`src/rtl/mem_wb_stage_pkg.sv`:
```
// Shared encodings and helpers for the memory-access / MEM-WB stage.
package mem_wb_stage_pkg;

  localparam logic [1:0]  SZ_BYTE   = 2'b00;
  localparam logic [1:0]  SZ_HALF   = 2'b01;
  localparam logic [1:0]  SZ_WORD   = 2'b10;
  localparam logic [31:0] NOP_INSTR = 32'h0;
  localparam int unsigned CNT_W     = 16;

  typedef enum logic {
    IDLE = 1'b0,
    BUSY = 1'b1
  } state_e;

  // Size code 2'b11 falls into the word rule.
  function automatic logic misaligned(input logic [1:0] size, input logic [1:0] lo);
    logic mis;
    case (size)
      SZ_BYTE: mis = 1'b0;
      SZ_HALF: mis = lo[0];
      SZ_WORD: mis = |lo;
      default: mis = |lo;
    endcase
    return mis;
  endfunction

endpackage

```
`src/rtl/mem_align.sv`:
```
// Byte-lane steering: store enables/data replication and load extraction/extension.
module mem_align
  import mem_wb_stage_pkg::*;
(
  input  logic [1:0]  size_i,
  input  logic [1:0]  addr_lo_i,
  input  logic        sext_i,
  input  logic [31:0] wdata_i,
  input  logic [31:0] rdata_i,
  output logic [3:0]  be_c,
  output logic [31:0] wdata_c,
  output logic [31:0] ldata_c
);

  logic [7:0]  byte_sel;
  logic [15:0] half_sel;

  always_comb begin
    byte_sel = rdata_i[{addr_lo_i, 3'b000} +: 8];
    half_sel = addr_lo_i[1] ? rdata_i[31:16] : rdata_i[15:0];
    be_c     = 4'b1111;
    wdata_c  = wdata_i;
    ldata_c  = rdata_i;
    case (size_i)
      SZ_BYTE: begin
        be_c    = 4'b0001 << addr_lo_i;
        wdata_c = {4{wdata_i[7:0]}};
        ldata_c = {{24{sext_i & byte_sel[7]}}, byte_sel};
      end
      SZ_HALF: begin
        be_c    = addr_lo_i[1] ? 4'b1100 : 4'b0011;
        wdata_c = {2{wdata_i[15:0]}};
        ldata_c = {{16{sext_i & half_sel[15]}}, half_sel};
      end
      default: ;
    endcase
  end

endmodule

```
`src/rtl/mem_wb_stage.sv`:
```
// Memory-access stage with MEM/WB pipeline register, req/ack data bus,
// misalignment detection and bus timeout.
module mem_wb_stage
  import mem_wb_stage_pkg::*;
#(
  parameter int unsigned TIMEOUT_CYCLES = 255
) (
  input  logic        clk,
  input  logic        reset_n,
  input  logic        valid_M,
  input  logic        flush_M,
  input  logic [31:0] Instr_M,
  input  logic [31:0] ALUout_M,
  input  logic [31:0] WData_M,
  input  logic [31:0] PC4_M,
  input  logic [31:0] PC8_M,
  input  logic [4:0]  A3_M,
  input  logic        mem_rd_M,
  input  logic        mem_wr_M,
  input  logic [1:0]  mem_size_M,
  input  logic        mem_sext_M,
  output logic        stall_M,
  output logic        dbus_req,
  output logic        dbus_we,
  output logic [31:0] dbus_addr,
  output logic [3:0]  dbus_be,
  output logic [31:0] dbus_wdata,
  input  logic        dbus_ack,
  input  logic [31:0] dbus_rdata,
  output logic [31:0] Instr_W,
  output logic [31:0] ALUout_W,
  output logic [31:0] PC4_W,
  output logic [31:0] PC8_W,
  output logic [4:0]  A3_W,
  output logic        exc_adel,
  output logic        exc_ades,
  output logic        exc_bus,
  output logic [31:0] exc_epc
);

  localparam logic [CNT_W-1:0] CNT_LAST = CNT_W'(TIMEOUT_CYCLES - 1);

  state_e           state_q;
  logic [CNT_W-1:0] cnt_q;
  logic             req_q, we_q;
  logic [31:0]      addr_q, wdata_q;
  logic [3:0]       be_q;
  logic [31:0]      instr_q, alu_q, pc4_q, pc8_q, epc_q;
  logic [4:0]       a3_q;
  logic             adel_q, ades_q, bus_q;

  logic        memop, misal;
  logic [3:0]  be_c;
  logic [31:0] wdata_c, ldata_c;

  mem_align u_align (
    .size_i    (mem_size_M),
    .addr_lo_i (ALUout_M[1:0]),
    .sext_i    (mem_sext_M),
    .wdata_i   (WData_M),
    .rdata_i   (dbus_rdata),
    .be_c      (be_c),
    .wdata_c   (wdata_c),
    .ldata_c   (ldata_c)
  );

  always_comb begin
    memop   = valid_M & ~flush_M & (mem_rd_M | mem_wr_M);
    misal   = misaligned(mem_size_M, ALUout_M[1:0]);
    stall_M = 1'b0;
    case (state_q)
      IDLE:    stall_M = memop & ~misal;
      BUSY:    stall_M = ~dbus_ack & (cnt_q != CNT_LAST);
      default: stall_M = 1'b0;
    endcase
  end

  // FSM, timeout counter and W register; every branch starts from a bubble.
  always_ff @(posedge clk or negedge reset_n) begin
    if (!reset_n) begin
      state_q <= IDLE;
      cnt_q   <= '0;
      req_q   <= 1'b0;
      we_q    <= 1'b0;
      addr_q  <= '0;
      be_q    <= '0;
      wdata_q <= '0;
      instr_q <= NOP_INSTR;
      alu_q   <= '0;
      pc4_q   <= '0;
      pc8_q   <= '0;
      a3_q    <= '0;
      adel_q  <= 1'b0;
      ades_q  <= 1'b0;
      bus_q   <= 1'b0;
      epc_q   <= '0;
    end else begin
      instr_q <= NOP_INSTR;
      alu_q   <= '0;
      a3_q    <= '0;
      adel_q  <= 1'b0;
      ades_q  <= 1'b0;
      bus_q   <= 1'b0;
      case (state_q)
        IDLE: begin
          if (memop && misal) begin
            adel_q <= ~mem_wr_M;
            ades_q <= mem_wr_M;
            epc_q  <= PC4_M - 32'd4;
          end else if (memop) begin
            state_q <= BUSY;
            cnt_q   <= '0;
            req_q   <= 1'b1;
            we_q    <= mem_wr_M;
            addr_q  <= {ALUout_M[31:2], 2'b00};
            be_q    <= be_c;
            wdata_q <= wdata_c;
          end else if (valid_M && !flush_M) begin
            instr_q <= Instr_M;
            alu_q   <= ALUout_M;
            pc4_q   <= PC4_M;
            pc8_q   <= PC8_M;
            a3_q    <= A3_M;
          end
        end
        BUSY: begin
          if (dbus_ack) begin
            instr_q <= Instr_M;
            alu_q   <= we_q ? ALUout_M : ldata_c;
            pc4_q   <= PC4_M;
            pc8_q   <= PC8_M;
            a3_q    <= A3_M;
            req_q   <= 1'b0;
            cnt_q   <= '0;
            state_q <= IDLE;
          end else if (cnt_q == CNT_LAST) begin
            bus_q   <= 1'b1;
            epc_q   <= PC4_M - 32'd4;
            req_q   <= 1'b0;
            cnt_q   <= '0;
            state_q <= IDLE;
          end else begin
            cnt_q <= cnt_q + CNT_W'(1);
          end
        end
        default: state_q <= IDLE;
      endcase
    end
  end

  assign dbus_req   = req_q;
  assign dbus_we    = we_q;
  assign dbus_addr  = addr_q;
  assign dbus_be    = be_q;
  assign dbus_wdata = wdata_q;
  assign Instr_W    = instr_q;
  assign ALUout_W   = alu_q;
  assign PC4_W      = pc4_q;
  assign PC8_W      = pc8_q;
  assign A3_W       = a3_q;
  assign exc_adel   = adel_q;
  assign exc_ades   = ades_q;
  assign exc_bus    = bus_q;
  assign exc_epc    = epc_q;

endmodule

```
`config.mk`:
```
export PLATFORM = sky130hd
export DESIGN_NAME = mem_wb_stage
export DESIGN_NICKNAME = d
export VERILOG_FILES = /design/src/rtl/mem_wb_stage_pkg.sv /design/src/rtl/mem_align.sv /design/src/rtl/mem_wb_stage.sv
export SDC_FILE = /design/constraint.sdc
export NUM_CORES = 1
export LEC_CHECK = 0
export BUFFER_PORTS_ARGS = -buffer_cell sky130_fd_sc_hd__buf_2
export CORE_ASPECT_RATIO = 0.6
export CORE_MARGIN = 2
export CORE_UTILIZATION = 35
export DETAILED_ROUTE_END_ITERATION = 10
export SLEW_MARGIN = 20
export SYNTH_ARGS = -nofsm -noshare
export SYNTH_HDL_FRONTEND = slang
export SYNTH_SLANG_ARGS = --single-unit
```
`constraint.sdc`:
```
create_clock -name clk -period 2.9 [get_ports clk]
set_clock_uncertainty 0.1 [all_clocks]
set_input_delay 0.29 -clock clk [delete_from_list [all_inputs] [get_ports clk]]
set_output_delay 0.29 -clock clk [all_outputs]
set_load 0.02 [all_outputs]
```
---- Word level (Yosys, flattened, before mapping) ----
Cells that the tools add are included.
word-level totals
  output and inout port bits .............. 239
  input bits .............................. 207
  latch bits .............................. 0
  logic and storage cells ................. 114
  register bits after elaboration ......... 253
  bits in writable memories ............... 0
  ROM bits ................................ 0
  memories ................................ 0
cells by class
  shift operators ......................... 2
  divide/modulo/power cells ............... 0
  $mul .................................... 0
  reductions and logical operators ........ 10
  $add $sub $neg .......................... 2
  order comparisons ....................... 0
  eq/ne operators ......................... 12
  bitwise logic cells ..................... 13
  multiplexer cells ....................... 59
operator list
  operator                                                                 number
  32-bit 2-to-1 mux                                                        20
  32-bit case mux with 2 select lines                                      7
  16-bit 2-to-1 mux                                                        5
  16-bit case mux with 2 select lines                                      1
  32-bit by 6-bit indexed part select with 8-bit output                    1
  32-bit by 3-bit subtractor with 32-bit output (second input constant)    1
  5-bit 2-to-1 mux                                                         4
  16-bit by 1-bit adder with 16-bit output (second input constant)         1
  16-bit by 8-bit equality test with 1-bit output (second input constant)  1
  16-bit by 8-bit != test with 1-bit output (second input constant)        1
  1-bit 2-to-1 mux                                                         15
  2-bit != test (second input constant)                                    7
  5-bit case mux with 2 select lines                                       1
  3-bit AND reduction                                                      3
  1-bit case mux with 2 select lines                                       4
  4-bit case mux with 2 select lines                                       1
  1-bit bitwise AND                                                        6
  1-bit NOT                                                                6
  4-bit 2-to-1 mux                                                         1
  4-bit AND reduction                                                      1
  1-bit by 2-bit left shift with 4-bit output (first input constant)       1
  3-bit by 2-bit != test with 1-bit output (second input constant)         1
  2-bit by 1-bit equality test with 1-bit output (second input constant)   1
  1-bit logical AND                                                        2
  other kinds (6)                                                          6

---- Longest topological paths before layout ----
Gate-level depths: netlist (run 1).
  depth after elaboration ................. 6
  gate-level depth with buffers ........... 9
  mapped depth without buffers ............ 6

---- Modules after synthesis ----
Synthesis (run 1) repeated with hierarchy kept, for this count alone.
second synthesis, totals
  cells, all modules ...................... 901
  area, all modules ....................... 11284.6 µm²
modules (own cells, without submodules)
  module        sequential area each (µm²)  cells an instance  times used  area each (µm²)
  mem_wb_stage  6331.1                      730                1           10007.1
  mem_align     0.0                         171                1           1277.5

---- Worst setup path after synthesis (run 1) ----
OpenSTA, ideal clock, no wires.
  kind .................................... in2reg
  start point ............................. in mem_size_M[0]
  end point ............................... reg epc_q[22] (netlist: exc_epc[22])
  setup slack ............................. 0.902 ns
  library setup time ...................... 0.125 ns
  path buffers ............................ 2
  cell stages on the path ................. 7
  data required time ...................... 2.675 ns
  data arrival time ....................... 1.773 ns
  cells stage by stage .................... buf_2 > or2_2 > a22oi_4 > nor2_1 > nor2_2 > buf_2 > mux2_2
on the way
  cells in the longest elaborated chain, start to end .. 5
  elaborated cells on any way between the ends .. 6
  those cells by class .................... 2 x eq/ne; 1 x mux; 3 x reduce/logical
RTL lines
  item                                                                                        RTL line                text
  start, declared                                                                             mem_wb_stage.sv:20      input logic [1:0] mem_size_M,
  2-bit by 1-bit equality test with 1-bit output / 2-bit logical NOT (equally long branches)  mem_wb_stage_pkg.sv:18  case (size)
  1-bit case mux with 2 select lines (*)                                                      mem_wb_stage_pkg.sv:18
  1-bit logical AND (*)                                                                       mem_wb_stage.sv:106     if (memop && misal) begin
  2-bit != test (no line) (*)                                                                 -
  3-bit AND reduction (no line) (*)                                                           -
  end signal, assigned                                                                        mem_wb_stage.sv:109     epc_q <= PC4_M - 32'd4;
  end signal, assigned                                                                        mem_wb_stage.sv:138     epc_q <= PC4_M - 32'd4;
  end, declared                                                                               mem_wb_stage.sv:48      logic [31:0] instr_q, alu_q, pc4_q, pc8_q, epc_q;
Every way passes the cells marked *; elsewhere a longest branch is shown, timed or not.
A chain may end at the register's enable or synchronous reset.

---- Worst setup path after layout (run 1) ----
  start point ............................. reg state_q
  end point ............................... reg alu_q[20] (netlist: ALUout_W[20])
on the way
  cells in the longest elaborated chain, start to end .. 2
RTL lines
  item                                     RTL line             text
  start, declared                          mem_wb_stage.sv:43   state_e state_q;
  start signal, assigned                   mem_wb_stage.sv:81   state_q <= IDLE;
  start signal, assigned                   mem_wb_stage.sv:111  state_q <= BUSY;
  start signal, assigned                   mem_wb_stage.sv:135  state_q <= IDLE;
  1-bit NOT (no line)                      -
  32-bit case mux with 2 select lines (*)  mem_wb_stage.sv:104  case (state_q)
  end signal, assigned                     mem_wb_stage.sv:120  alu_q <= ALUout_M;
  end signal, assigned                     mem_wb_stage.sv:129  alu_q <= we_q ? ALUout_M : ldata_c;
  end, declared                            mem_wb_stage.sv:48
Marks and branches as above.

==> impl_metrics.toml, run 1 <==
[outcome]
status = "completed"

[setup_path]
crit_path_max_fanout = 24
critPathMaxStageDelay_ps = 560
cp_cell_sequence = "nor3b_1 -> buf_4 -> nor2b_1 -> buf_4 -> a21o_1 -> buf_4 -> a221o_1 -> dlygate4sd3_1"
r2r-start = "state_q"
rr_endpoint = "ALUout_W[20]"
path_buf_inv = 4
worstPathArrival_ps = 3080
reg2reg_depth = 8
crit_path_start_kind = "flop"
setup.worst_path.end = "ALUout_W[20]"
r2r_slack_ps = 200
worstSetupStartpoint = "state_q"
criticalPathCategory = "flop to flop"
crit_path_frequent_cell = "buf_4"
path_delay_family = "buffers and inverters"
path_depth = 8
endpoint_kind = "flop"
crit_slowest_cell = "dlygate4sd3_1"
critPathRequiredTime_ps = 3280

[power_and_ir_drop]
vdd_ir_drop_max_v = 0.000469
power_w = 0.0111
p_per_area_nw_per_um2 = 665
power_leakage_nw = 8.24

[yosys]
yosysWarnings = 0
syn_area_per_cell_um2 = 12.2
synth_edf_count = 0
synthesis.area_um2 = 11000
synthCells = 905
yosysUniqueCellTypes = 60
synth-async-reset-ratio_pct = 100
synth_flop_cell = "dfrtp_1"
ys_ff_latch = 253
synth_seq_area_share_pct = 57.5

[route]
drtPass1Iterations = 6
via_per_inst = 4.89
ant_nets = 0
drtIter0Drc = 483
routedWlPerCell_um = 18.8
drt-total-wl_mm = 37.2
vias = 9719
drc = 0

[clocking]
cts_root_buffer = "clkbuf_16"
insertion_delay_ps = 540
clock-sinks = 253
cts_tree = "built"
numCtsBuffers = 26
clock_path_buffers = 3
cts_setup_buffers = 0
h-tree-depth = 1
clk_pin_slew_ps = 70

[worst_hold_path]
min_path_cells = 4
hold_path.class = "primary input to flop"

[finish]
layout.nets = 1757
final_common_cell = "buf_2"
fin_util_pct = 53.8
drive_gt1_share_pct = 42.9
finalNonFillerCells = 1986
syn2layout_area_growth_pct = 51.8
fill_cells = 2660
mostFrequentLayoutCells = "442 x buf_2, 253 x dfrtp_1, 200 x dlygate4sd3_1"
multiInputGateArea_um2 = 4370
register_area_um2 = 6330

[die]
pin_count = 446
die_h_um = 141
start_util_pct = 35.4
fp.dieW_um = 233
dieArea_um2 = 33000
num_rows = 50
core-area_um2 = 31100

[sta]
fin_tns_setup_ps = 0
finalSetupViolCount = 0
hold_viol_final = 0
tightest_slew_ps = 852
relSlewSlack_pct = 42.9
min_period_ps = 2700
fmax_mhz = 371
period_share_pct = 93.0
rsz0062_at_grt = "false"
slew_viol_final = 0

[placed_design]
routabilityCongestion = 0.844
dp_hpwl_mm = 26.5
port_buffers = 443
place_inst = 1735

[global_route]
antenna_found_initial = 4
grt_max_degree = 106
grt_pass1_wl_mm = 56.0
grt_pass1_vias = 9657
grt.total_usage_pct = 21.9
overflow = 0

[job]
cap_violations = 0
flip-flops by register name, indices dropped and copies added (netlist names):
register / count
ALUout_W: 32
Instr_W: 32
PC4_W: 32
PC8_W: 32
dbus_wdata: 32
exc_epc: 32
dbus_addr: 30
cnt_q: 16
A3_W: 5
dbus_be: 4
dbus_req: 1
dbus_we: 1
exc_adel: 1
exc_ades: 1
exc_bus: 1
state_q: 1
per-stage QoR:
step | hold WS [ps] | cell area, µm² | setup slack [ps]
after floorplan | -106 | 11000 | 902
after global placement | 223 | 13800 | 532
after detailed placement | 222 | 13800 | 521
after CTS | 8.52 | 16700 | 150
after global routing | 39.9 | 16700 | 30.1
final | 37.0 | 16700 | 202
how the worst min path moves through the flow:
stage	startpoint	to	slack, ps
final	dbus_rdata[1]	ALUout_W[1]	40
after detailed placement	reset_n	PC8_W[7]	220
after floorplan	reset_n	A3_W[0]	-110
after global placement	reset_n	PC8_W[3]	220
after global routing	dbus_rdata[1]	ALUout_W[1]	40
after CTS	dbus_rdata[1]	ALUout_W[1]	9
tightest hold or removal path: cells and delay by family:
family	cells	cell delay [ps]
simple gates	1	50
buf+inv	1	90
compound gates	2	220
power breakdown:
part / total (W) / switching [W] / internal (W)
Combinational: 0.00311 / 0.00183 / 0.00129
Clock: 0.00351 / 0.00145 / 0.00206
Sequential: 0.00449 / 0.000315 / 0.00418
synth_stat cells, types with 4 or more instances:
cell,n,area share [%]
nor4_1,8,0.45
a222oi_1,6,0.55
mux2i_1,28,2.5
nand2_1,69,2.4
dfrtp_1,253,57
buf_2,19,0.86
o21ai_0,52,2.4
mux2_2,133,14
inv_1,21,0.72
xor2_1,7,0.56
a22o_1,10,0.80
clkbuf_1,27,0.92
nand3_1,14,0.64
a21o_1,5,0.34
nand4_1,12,0.68
o22ai_1,8,0.45
a31oi_1,8,0.45
a41oi_1,4,0.32
a221o_2,10,1.0
xnor2_1,22,1.7
nor3_1,18,0.82
nor2_1,30,1.0
a21oi_1,22,1.0
or2_2,4,0.23
a221o_1,7,0.64
buf_1,5,0.17
a211oi_1,7,0.48
nor2b_1,44,2.5
cell type report:
cell class | count | share of cell area [%]
Inverter | 22 | 0.494
Multi-Input combinational cell | 575 | 26.1
Clock inverter | 10 | 0.651
Clock buffer | 38 | 4.71
Antenna cell | 3 | 0.0449
Sequential cell | 253 | 37.9
Tap cell | 416 | 3.11
Timing Repair Buffer | 669 | 27.0
kinds of logic after synthesis:
kind of cell | count (synthesis) | share of synthesized area (%)
flops | 253 | 57.5
simple gates | 226 | 10.8
mux | 163 | 16.4
compound gates | 152 | 9.51
buf+inv | 78 | 3.11
xor+xnor | 29 | 2.31
fa+ha+maj | 3 | 0.341
other cells | 1 | 0.0340
routing by layer:
metal  vias to the layer above  track usage (%)  share of wire, %
met5                         -                0                 0
met4                         0             9.49               4.6
met3                        83             5.47               6.7
met2                       328             35.1                46
met1                      4775             28.2                43
li1                       4533                -                 -
timing repair:
item,CTS,global route
setup endpoints to repair,0,10
endpoints found under the hold margin,269,0
hold buffers,200,0
resized for setup,0,1
(Power assumes the default switching activity.)
==> inputs of run 2 (changes only) <==
--- a/config.mk
+++ b/config.mk
@@ -5,7 +5,7 @@
 export SDC_FILE = /design/constraint.sdc
 export NUM_CORES = 1
 export LEC_CHECK = 0
-export BUFFER_PORTS_ARGS = -buffer_cell sky130_fd_sc_hd__buf_2
+export BUFFER_PORTS_ARGS = -buffer_cell sky130_fd_sc_hd__buf_4
 export CORE_ASPECT_RATIO = 0.6
 export CORE_MARGIN = 2
 export CORE_UTILIZATION = 35
==> run 2 against run 1 <==
  * Register-to-register slack got worse by 50 ps
  * Total power rose by 4.2%
  * Critical path depth stayed put
  * Sequential power increased by 0.9%
  * First-iteration DRC count is 36% higher
  * Critical path type is now primary input to flop
==> impl_metrics.toml, run 2 (same netlist as run 1, synthesis figures left out) <==
[outcome]
status = "completed"

[clocking]
clock_path_buffers = 3
post_cts_resize_count = 0
numCtsBuffers = 26
cts_tree = "built"
clock-sinks = 253
cts_root_buffer = "clkbuf_16"
cts_setup_buffers = 0
insertion_delay_ps = 540
clk_pin_slew_ps = 70
h-tree-depth = 1

[sta]
period_share_pct = 95.4
relSlewSlack_pct = 35.8
hold_viol_final = 0
tightest_slew_ps = 959
rsz0062_at_grt = "false"
hold_slack_ps = 64.4
fmax_mhz = 362
min_period_ps = 2770
finalSetupViolCount = 0
slew_viol_final = 0
fin_tns_setup_ps = 0

[route]
drtPass1Iterations = 7
drt-met1-wl_mm = 16.5
vias = 9649
dr_wl_met3_mm = 2.44
ant_nets = 0
drtIter0Drc = 659
top_layer_used = "met4"
routedWlPerCell_um = 19.3
via_per_inst = 4.87
drt-total-wl_mm = 38.2
drc = 0
wl_met2_mm = 17.9

[setup_path]
critPathRequiredTime_ps = 3280
critPathMaxStageDelay_ps = 850
crit_slowest_cell = "nor4b_4"
crit_path_frequent_cell = "dlygate4sd3_1"
endpoint_kind = "flop"
crit_path_start_kind = "primary input"
setup.worst_path.end = "ALUout_W[22]"
worstSetupStartpoint = "ALUout_M[0]"
crit_path_max_fanout = 16
worstPathArrival_ps = 3150
rr_endpoint = "ALUout_W[22]"
cp_cell_sequence = "dlygate4sd3_1 -> buf_4 -> mux4_2 -> and2b_1 -> a21oi_2 -> nor4b_4 -> a221o_2 -> dlygate4sd3_1"
r2r-start = "state_q"
r2r_slack_ps = 150
reg2reg_depth = 6
criticalPathCategory = "primary input to flop"

[placed_design]
post_dp_cell_area_um2 = 14900
dp_hpwl_mm = 27.4
port_buffers = 443
routabilityCongestion = 0.816

[power_and_ir_drop]
power_leakage_nw = 8.53
vdd_ir_drop_max_v = 0.000523
p_per_area_nw_per_um2 = 651

[global_route]
overflow = 0
grt_pass1_vias = 9806
grt.total_usage_pct = 22.6
antenna_found_initial = 5
grt_max_degree = 76
grt_pass1_wl_mm = 57.7

[worst_hold_path]
min_path_cells = 4
hold_path.class = "primary input to flop"

[finish]
drive_gt1_share_pct = 43.1
mostFrequentLayoutCells = "460 x buf_4, 253 x dfrtp_1, 195 x dlygate4sd3_1"
syn2layout_area_growth_pct = 61.5
fill_cells = 2621
layout.nets = 1753
final_common_cell = "buf_4"
stdcell_area_um2 = 17800

[die]
die_h_um = 141
dieArea_um2 = 33000
core-area_um2 = 31100
start_util_pct = 35.4
num_rows = 50
fp.dieW_um = 233
pin_count = 446

[job]
cap_violations = 0
run 2: cell types whose count changed in the layout (fill, tap and decap cells not counted):
cell           change
diode_2            +2
and2_1             +1
buf_4            +441
buf_12             +2
inv_6              -1
clkinv_4           +2
dlygate4sd3_1      -5
clkbuf_1           -3
buf_2            -442
clkbuf_8           -1
and2_2             -1
run 2: worst min-delay path by stage:
stage / from / slack (ps) / endpoint
2_1_floorplan: reset_n / -110 / A3_W[0]
5_1_grt: dbus_rdata[1] / 80 / ALUout_W[1]
3_5_place_dp: reset_n / 240 / PC8_W[5]
3_3_place_gp: reset_n / 240 / PC4_W[13]
6_report: dbus_rdata[1] / 60 / ALUout_W[1]
4_1_cts: dbus_rdata[1] / 40 / ALUout_W[1]
run 2: power breakdown:
group,switching (W),internal (W)
clock,0.00147,0.00202
sequential,0.000355,0.00418
combinational,0.00184,0.00172
total,0.00366,0.00792
run 2: area by class of cell:
cell class                 instances  area [µm²]  share of cell area [%]
multi-input combinational        575        4360                    24.5
antenna                            5        12.5                  0.0703
inverter                          22        82.6                   0.464
timing repair buffer             665        5600                    31.5
sequential                       253        6330                    35.6
tap                              416         520                    2.93
clock buffer                      34         762                    4.28
clock inverter                    11         118                   0.661
run 2: worst max-delay path: cells and delay by family:
kind	cells	cell delay [ps]
simple gates	2	1010
buf+inv	3	1280
compound gates	2	280
mux	1	270
run 2: stage by stage:
| stage | std cells | utilization (%) | total power [W] | setup slack, ps |
|---|---|---|---|---|
| 2_1_floorplan | 906 | - | 0.00618 | 902 |
| 3_3_place_gp | 1736 | 48.1 | 0.00789 | 476 |
| 3_5_place_dp | 1736 | 48.1 | 0.00795 | 458 |
| 4_1_cts | 1976 | 57.2 | 0.0117 | 155 |
| 5_1_grt | 1981 | 57.2 | 0.0121 | 5.07 |
| 6_report | 1981 | 57.2 | 0.0116 | 135 |
run 2: layer usage:
layer / track usage, % / vias to the layer above
li1: - / 4515
met1: 30.1 / 4748
met4: 7.88 / 0
met2: 36.5 / 319
met5: 0 / -
met3: 5.16 / 67
run 2: timing repair:
| action | 4_1_cts | 5_1_grt |
|---|---|---|
| hold buffers | 195 | 0 |
| endpoints found under the setup margin | 0 | 0 |
| endpoints found under the hold margin | 273 | 0 |
==> inputs of run 3 (changes only) <==
--- a/config.mk
+++ b/config.mk
@@ -10,6 +10,7 @@
 export CORE_MARGIN = 2
 export CORE_UTILIZATION = 35
 export DETAILED_ROUTE_END_ITERATION = 10
+export PLACE_DENSITY_LB_ADDON = 0.2
 export SLEW_MARGIN = 20
 export SYNTH_ARGS = -nofsm -noshare
 export SYNTH_HDL_FRONTEND = slang
==> run 3 against run 2 <==
  * Core utilization fell by 0.61 points
  * Critical path depth fell by 1
  * Non-clock buffer count fell by 4
  * Via count fell by 0.28%
  * Flip-flop and latch count did not move
  * Hold slack got worse by 54 ps
  * Cell area fell by 1.1%
  * First-iteration DRC count fell by 22%
  * Maximum frequency rose by 2.0%
  * Sequential share of layout area rose by 0.38 points
  * Total power fell by 3.6%
  * Clock power fell by 11%
==> impl_metrics.toml, run 3 (same netlist as run 1, synthesis figures left out) <==
[route]
via_per_inst = 4.88
drtIter0Drc = 511
ant_nets = 0
top_layer_used = "met4"
drt-total-wl_mm = 37.9
drt-met1-wl_mm = 16.2
drtPass1Iterations = 5
routedWlPerCell_um = 19.2
drc = 0
vias = 9622
wl_met2_mm = 18.2
dr_wl_met3_mm = 2.21

[setup_path]
critPathRequiredTime_ps = 3260
crit_path_start_kind = "flop"
crit_path_max_fanout = 24
criticalPathCategory = "flop to flop"
worstPathArrival_ps = 3070
reg2reg_depth = 7
rr_endpoint = "ALUout_W[27]"
r2r_slack_ps = 190
endpoint_kind = "flop"
r2r-start = "state_q"

[die]
dieArea_um2 = 33000
start_util_pct = 35.4
core-area_um2 = 31100
pin_count = 446
num_rows = 50
die_h_um = 141
fp.dieW_um = 233

[power_and_ir_drop]
power_leakage_nw = 8.43
p_per_area_nw_per_um2 = 634
pwr-share-clk_pct = 27.7
p_int_w = 0.00762
pwr-share-comb_pct = 31.7
power_w = 0.0112
vdd_ir_drop_max_v = 0.000420
p_sw_share_pct = 31.7
p_sw_w = 0.00354
share_seq_of_total_power_pct = 40.5

[clocking]
clk_pin_slew_ps = 70
h-tree-depth = 1
cts_tree = "built"
insertion_delay_ps = 530
clock-sinks = 253
numCtsBuffers = 25
cts_root_buffer = "clkbuf_16"
clock_path_buffers = 3

[worst_hold_path]
min_path_cells = 4
hold_path.class = "primary input to flop"
whs_endpoint = "dbus_be[1]"
worstHoldStart = "flush_M"

[global_route]
antenna_found_initial = 2
grt.total_usage_pct = 22.6
overflow = 0
grt_pass1_vias = 9832
grt_pass1_wl_mm = 57.8
grt_max_degree = 84

[finish]
layout.nets = 1748
stdcell_area_um2 = 17600
mostFrequentLayoutCells = "460 x buf_4, 253 x dfrtp_1, 194 x dlygate4sd3_1"
finalNonFillerCells = 1971
register_area_um2 = 6330
drive_gt1_share_pct = 42.6
fill_cells = 2658
final_common_cell = "buf_4"
multiInputGateArea_um2 = 4380
syn2layout_area_growth_pct = 59.8

[sta]
relSlewSlack_pct = 42.2
finalSetupViolCount = 0
hold_slack_ps = 10.6
period_share_pct = 93.5
tightest_slew_ps = 862
fmax_mhz = 369
slew_viol_final = 0
hold_viol_final = 0
fin_tns_setup_ps = 0
min_period_ps = 2710
rsz0062_at_grt = "false"

[placed_design]
post_dp_cell_area_um2 = 14900
dp_hpwl_mm = 27.1
port_buffers = 443
place_inst = 1732
routabilityCongestion = 0.837

[outcome]
status = "completed"

[job]
cap_violations = 0
[run 3: cell count changes in the layout (fill, tap and decap cells not counted), moves of 2 or more]
cell       change
buf_12         -3
bufinv_16      -2
clkbuf_1       +6
clkbuf_16      -2
clkinv_2       -2
clkinv_4       -2
diode_2        -3
[run 3: repair_timing]
action                                  CTS  global route
resized for setup                         0             1
hold endpoints to repair                263             0
endpoints found under the setup margin    0            19
hold buffers                            194             0
setup buffers                             0             1
[run 3: layout make-up]
class / count / share of cell area [%]
clock inverter: 4 / 0.128
timing repair buffer: 661 / 31.4
clock buffer: 38 / 4.17
sequential: 253 / 36.0
tap: 416 / 2.96
inverter: 22 / 0.469
multi-input combinational: 575 / 24.9
antenna: 2 / 0.0284
[run 3: how the worst max path moves through the flow]
stage                   end     startpoint  cells after the start  slack (ps)
4_1_cts        ALUout_W[27]        state_q                      5          40
5_1_grt         ALUout_W[2]        state_q                      8          50
3_5_place_dp    exc_epc[15]       PC4_M[6]                      6         450
6_report       ALUout_W[27]        state_q                      7         190
2_1_floorplan   exc_epc[22]  mem_size_M[0]                      7         900
3_3_place_gp    exc_epc[15]       PC4_M[6]                      6         530
[run 3: per-stage QoR]
stage | util, % | setup WS [ps]
after detailed placement | 47.8 | 446
after floorplan | - | 902
after global placement | 47.8 | 526
after CTS | 56.5 | 44.2
after global routing | 56.6 | 51.5
final | 56.6 | 189
[run 3: power groups by stage]
stage | clock, W | combinational [W] | sequential [W]
floorplan | 0 | 0.000831 | 0.00535
global placement | 0 | 0.00331 | 0.00456
detailed placement | 0 | 0.00334 | 0.00458
CTS | 0.00322 | 0.00357 | 0.00452
global route | 0.00334 | 0.00376 | 0.00460
finish | 0.00310 | 0.00354 | 0.00453
[run 3: per-layer routing]
layer / global-route usage (%) / vias to the layer above
met2: 37.9 / 284
li1: - / 4489
met1: 29.5 / 4783
met5: 0 / -
met3: 4.94 / 66
met4: 6.74 / 0
[run 3: worst max-delay path, cell delays in order, from the launching register on]
cell,delay [ps]
dfrtp_1,440
nor3b_2,370
nor2b_1,330
buf_4,230
a21o_1,100
buf_4,280
a221o_2,210
dlygate4sd3_1,570
